**src/rtl/iir_sos_sched.sv**
```systemverilog
// Control sequencer for a time-shared biquad datapath: walks NCH channels x NSOS sections x 5 taps
// through one MAC, with write-back, done pulse and dropped-sample accounting.
module iir_sos_sched #(
    parameter int NSOS    = 6,
    parameter int NCH     = 2,
    parameter int MAC_LAT = 2,
    parameter int DROPW   = 16,
    localparam int NTAP   = 5,
    localparam int CAW    = $clog2(NSOS * NTAP),
    localparam int CHW    = (NCH > 1) ? $clog2(NCH) : 1,
    localparam int SOSW   = (NSOS > 1) ? $clog2(NSOS) : 1
) (
    input  logic             clk,
    input  logic             rst,
    input  logic             en,
    input  logic             dv_in,
    output logic             in_load,
    output logic             busy,
    output logic [CHW-1:0]   ch,
    output logic [SOSW-1:0]  sos,
    output logic [2:0]       tap,
    output logic [CAW-1:0]   coeff_addr,
    output logic             src_sel,
    output logic             mac_clr,
    output logic             mac_en,
    output logic             state_we,
    output logic             dv_out,
    output logic             overrun,
    output logic [DROPW-1:0] drop_cnt
);

    localparam int WW = $clog2(MAC_LAT + 1);

    typedef enum logic [2:0] {S_IDLE, S_ISSUE, S_WAIT, S_WB, S_DONE} state_t;

    state_t            state_q, state_d;
    logic [CHW-1:0]    ch_q, ch_d;
    logic [SOSW-1:0]   sos_q, sos_d;
    logic [2:0]        tap_q, tap_d;
    logic [CAW-1:0]    addr_q, addr_d;
    logic [WW-1:0]     wait_q, wait_d;
    logic              overrun_q;
    logic [DROPW-1:0]  drop_q;
    logic              last_sos, last_ch, drop_now;

    assign busy     = (state_q == S_ISSUE) || (state_q == S_WAIT) || (state_q == S_WB);
    assign in_load  = dv_in & en & ~busy;
    assign drop_now = dv_in & en & busy;
    assign last_sos = (sos_q == SOSW'(NSOS - 1));
    assign last_ch  = (ch_q == CHW'(NCH - 1));

    always_comb begin
        state_d = state_q;
        ch_d    = ch_q;
        sos_d   = sos_q;
        tap_d   = tap_q;
        addr_d  = addr_q;
        wait_d  = wait_q;
        case (state_q)
            S_IDLE, S_DONE: begin
                // DONE drops busy so a coincident dv_in restarts with no bubble
                if (in_load) begin
                    state_d = S_ISSUE;
                    ch_d    = '0;
                    sos_d   = '0;
                    tap_d   = '0;
                    addr_d  = '0;
                end else begin
                    state_d = S_IDLE;
                end
            end
            S_ISSUE: begin
                if (tap_q == 3'd4) begin
                    // Pre-load next section base; wrap to 0 so the address never leaves the ROM
                    tap_d   = '0;
                    addr_d  = last_sos ? '0 : addr_q + 1'b1;
                    wait_d  = '0;
                    state_d = S_WAIT;
                end else begin
                    tap_d  = tap_q + 3'd1;
                    addr_d = addr_q + 1'b1;
                end
            end
            S_WAIT: begin
                if (wait_q == WW'(MAC_LAT - 1)) state_d = S_WB;
                else                            wait_d  = wait_q + 1'b1;
            end
            S_WB: begin
                state_d = S_ISSUE;
                if (last_sos) begin
                    sos_d = '0;
                    if (last_ch) begin
                        ch_d    = '0;
                        state_d = S_DONE;
                    end else begin
                        ch_d = ch_q + 1'b1;
                    end
                end else begin
                    sos_d = sos_q + 1'b1;
                end
            end
            default: state_d = S_IDLE;
        endcase
    end

    always_ff @(posedge clk or posedge rst) begin
        if (rst) begin
            state_q   <= S_IDLE;
            ch_q      <= '0;
            sos_q     <= '0;
            tap_q     <= '0;
            addr_q    <= '0;
            wait_q    <= '0;
            overrun_q <= 1'b0;
            drop_q    <= '0;
        end else begin
            state_q   <= state_d;
            ch_q      <= ch_d;
            sos_q     <= sos_d;
            tap_q     <= tap_d;
            addr_q    <= addr_d;
            wait_q    <= wait_d;
            overrun_q <= drop_now;
            if (drop_now && (drop_q != {DROPW{1'b1}})) drop_q <= drop_q + 1'b1;
        end
    end

    assign ch         = ch_q;
    assign sos        = sos_q;
    assign tap        = tap_q;
    assign coeff_addr = addr_q;
    assign src_sel    = (sos_q == '0);
    assign mac_en     = (state_q == S_ISSUE);
    assign mac_clr    = (state_q == S_ISSUE) && (tap_q == 3'd0);
    assign state_we   = (state_q == S_WB);
    assign dv_out     = (state_q == S_DONE);
    assign overrun    = overrun_q;
    assign drop_cnt   = drop_q;

endmodule
```
**config.mk**
```make
export PLATFORM = sky130hd
export DESIGN_NAME = iir_sos_sched
export DESIGN_NICKNAME = d
export VERILOG_FILES = /design/src/rtl/iir_sos_sched.sv
export SDC_FILE = /design/constraint.sdc
export NUM_CORES = 1
export LEC_CHECK = 0
export CAP_MARGIN = 20
export CORE_MARGIN = 5
export CORE_UTILIZATION = 54
export CTS_BUF_LIST = sky130_fd_sc_hd__clkbuf_8 sky130_fd_sc_hd__clkbuf_16
export DETAILED_ROUTE_END_ITERATION = 7
export GPL_ROUTABILITY_DRIVEN = 0
export PLACE_DENSITY = 0.87
export SYNTH_ARGS = -nofsm -noshare
export SYNTH_HDL_FRONTEND = slang
export SYNTH_SLANG_ARGS = --single-unit
```
**constraint.sdc**
```tcl
create_clock -name clk -period 4.85 [get_ports clk]
set_input_delay 0.7275 -clock clk [delete_from_list [all_inputs] [get_ports clk]]
set_output_delay 0.7275 -clock clk [all_outputs]
set_load 0.02 [all_outputs]
```
==> results.cfg <==
[critical_path]
worstPathArrival_ns = 2.22
path_cells = or3b_1 -> nor3b_1 -> clkdlybuf4s50_1
worstPathRequired_ns = 4.12
slowest_stage = clkdlybuf4s50_1
cp-end-kind = output pin
worstSetupPathType = reg2out
crit_fanout = 12
critPathMaxStageDelay_ns = 0.64
startpoint_type = flop
crit_buf_inv = 1
path_delay_family = simple AND/OR/NAND/NOR gates

[cells_and_area]
final_cell_area_um2 = 2320
fin_nets = 224
antenna_cells = 0
synthToLayoutAreaGrowth_pct = 29.7
fillCellCount = 252
drive_above_1_share_pct = 11.6
final_common_cell = clkdlybuf4s50_1
layout_common_cells = clkdlybuf4s50_1 (39), dfrtp_1 (34), nand2_1 (17)

[detailed_routing]
vias = 1529
wire_per_inst_um = 16.0
vias_per_cell = 5.88
drt_iter0_drc = 92
firstDrtPassIters = 6
ant_nets = 0
drt_wl_total_um = 4170
drc = 0

[timing]
skew_ns = 0.00423
post-route-min-period_ns = 2.95
finalCritPeriodShare_pct = 60.9
setup_viol = 0
worst_slew_pin_slew_ns = 0.554
slew_headroom_pct = 62.1
fmax_mhz = 339
rsz0062_at_grt = false
setup-tns-final_ns = 0
maxSlewViolCount = 0
hold_viol_final = 0

[clocking]
clk_pin_slew_ns = 0.07
htree_levels = 2
clkLatencyLatePin_ns = 0.29
numCtsBuffers = 5
hold_buffers = 0
clockBufferDepth = 2
cts_tree = done
cts_sinks = 34
cts_resized = 0
cts_root_buffer = clkbuf_8
cts_setup_buffers = 0

[worst_hold_path]
hp-class = reg2reg

[pwr]
p_total_mw = 1.24
clock_power_share_pct = 17.1
combinationalPowerShare_pct = 45.7
power.net_switching_mw = 0.512
internal-power_mw = 0.732
cellLeakagePower_nw = 1.00
p_per_area_nw_per_um2 = 537
ir_drop_mv = 0.252
p_sw_share_pct = 41.1
seq_power_share_pct = 37.2

[grt]
use_met2_pct = 32.7
grt_usage_pct = 20.2
top_usage_layer = met2
antenna_found_initial = 0
met1_usage_pct = 25.0
grt-ovfl-total = 0
grt_pass1_vias = 1546
grtUsageMet3_pct = 5.66
grt_pass1_wl_um = 6870
grt_max_degree = 35

[logic_synthesis]
ys_types = 49
synth_top_flop_cell = dfrtp_1
synthesis.nets = 180
yosysWarnings = 0
synthCells = 171
avgSynthCellArea_um2 = 10.5
synthArstFlopShare_pct = 100
ys_ff_latch = 34
netlist_area_um2 = 1790
synth-edff-count = 0
synth_seq_area_share_pct = 47.6

[die]
num_rows = 20
fp.dieArea_um2 = 4560
core_area_um2 = 3100
io_pins = 40
initial_core_util_pct = 57.6
chipWidth_um = 67.5
die_y_um = 67.5

[placement]
port_buffers = 39
postPlaceCellArea_um2 = 2230
dp_hpwl_um = 2950

[flow_run]
max_cap_viol_count = 0

[outcome]
status = finished, final reports clean
-- worst min-delay path: stages (launching register included) --
cell,delay [ns]
dfrtp_1,0.35
o21ai_0,0.08
o41ai_1,0.05
-- power groups by stage --
| stage | combinational, mW | sequential, mW | clock, mW |
|---|---|---|---|
| finish | 0.569 | 0.463 | 0.213 |
| global route | 0.617 | 0.477 | 0.229 |
| CTS | 0.573 | 0.461 | 0.218 |
| detailed placement | 0.570 | 0.465 | 0 |
| global placement | 0.550 | 0.457 | 0 |
| floorplan | 0.292 | 0.507 | 0 |
-- path summary, 6_finish.rpt --
check	depth (start not counted)	slack [ns]	startpoint	to
setup / recovery	3	1.90	state_q[0]	mac_clr
hold / removal	2	0.51	wait_q[1]	wait_q[1]
setup reg to reg	5	2.80	drop_cnt[0]	drop_cnt[1]
hold reg to reg	2	0.51	wait_q[1]	wait_q[1]
max in group asynchronous	3	3.71	rst	ch
min in group asynchronous	3	0.83	rst	coeff_addr[0]
-- kinds of logic (layout without fill, tap and decap cells) --
group           after synthesis  after routing  share of synthesized area (%)
simple gates                 69             69                           23.4
mux                           8              8                           5.11
compound gates               33             33                           13.1
xor+xnor                      9              9                           4.41
flops                        34             34                           47.6
buf+inv                      13             58                           2.87
fa+ha+maj                     5              5                           3.50
-- Yosys cell counts (all sizes together) (2+ instances only) --
master   count  area share [%]
dfrtp       34              48
nand2       17             3.6
nand3       11             3.4
inv         10             2.1
o21ai       10             2.8
nand4        8             3.6
mux2         6             4.0
nor3         6             1.7
a21oi        5             1.4
a31oi        5             2.1
and3         5             1.9
ha           5             3.5
nor2         5             1.0
xnor2        5             2.4
xor2         4             2.0
nand2b       3             1.0
a2111oi      2            0.98
a22o         2            0.98
buf          2            0.56
mux2i        2             1.1
nor4         2            0.70
-- through the flow --
step           hold slack, ns  std cells  util (%)  setup slack [ns]
2_1_floorplan           0.467        171         -              2.61
3_3_place_gp            0.490        252      71.8              2.03
3_5_place_dp            0.500        252      71.8              2.00
4_1_cts                 0.515        260      74.7              1.89
5_1_grt                 0.537        260      74.7              1.78
6_report                0.513        260      74.7              1.90
-- sequential cells by signal, indices dropped and copies added, names as in the netlist --
signal      flops
drop_cnt       16
coeff_addr      5
sos             3
state_q         3
tap             3
wait_q          2
ch              1
overrun         1
-- final cells by class --
| type | instances | area, µm² | area share, % |
|---|---|---|---|
| clock buffer | 6 | 82.6 | 3.56 |
| clock inverter | 2 | 8.76 | 0.378 |
| inverter | 10 | 37.5 | 1.62 |
| multi-input combinational | 124 | 886 | 38.2 |
| sequential | 34 | 851 | 36.7 |
| tap | 44 | 55.1 | 2.37 |
| timing repair buffer | 40 | 398 | 17.2 |
-- routing by layer --
metal	wire [µm]	vias to the layer above
li1	-	722
met1	1830	737
met2	2000	57
met3	239	13
met4	97	0
met5	0	-
(Power assumes the default switching activity.)
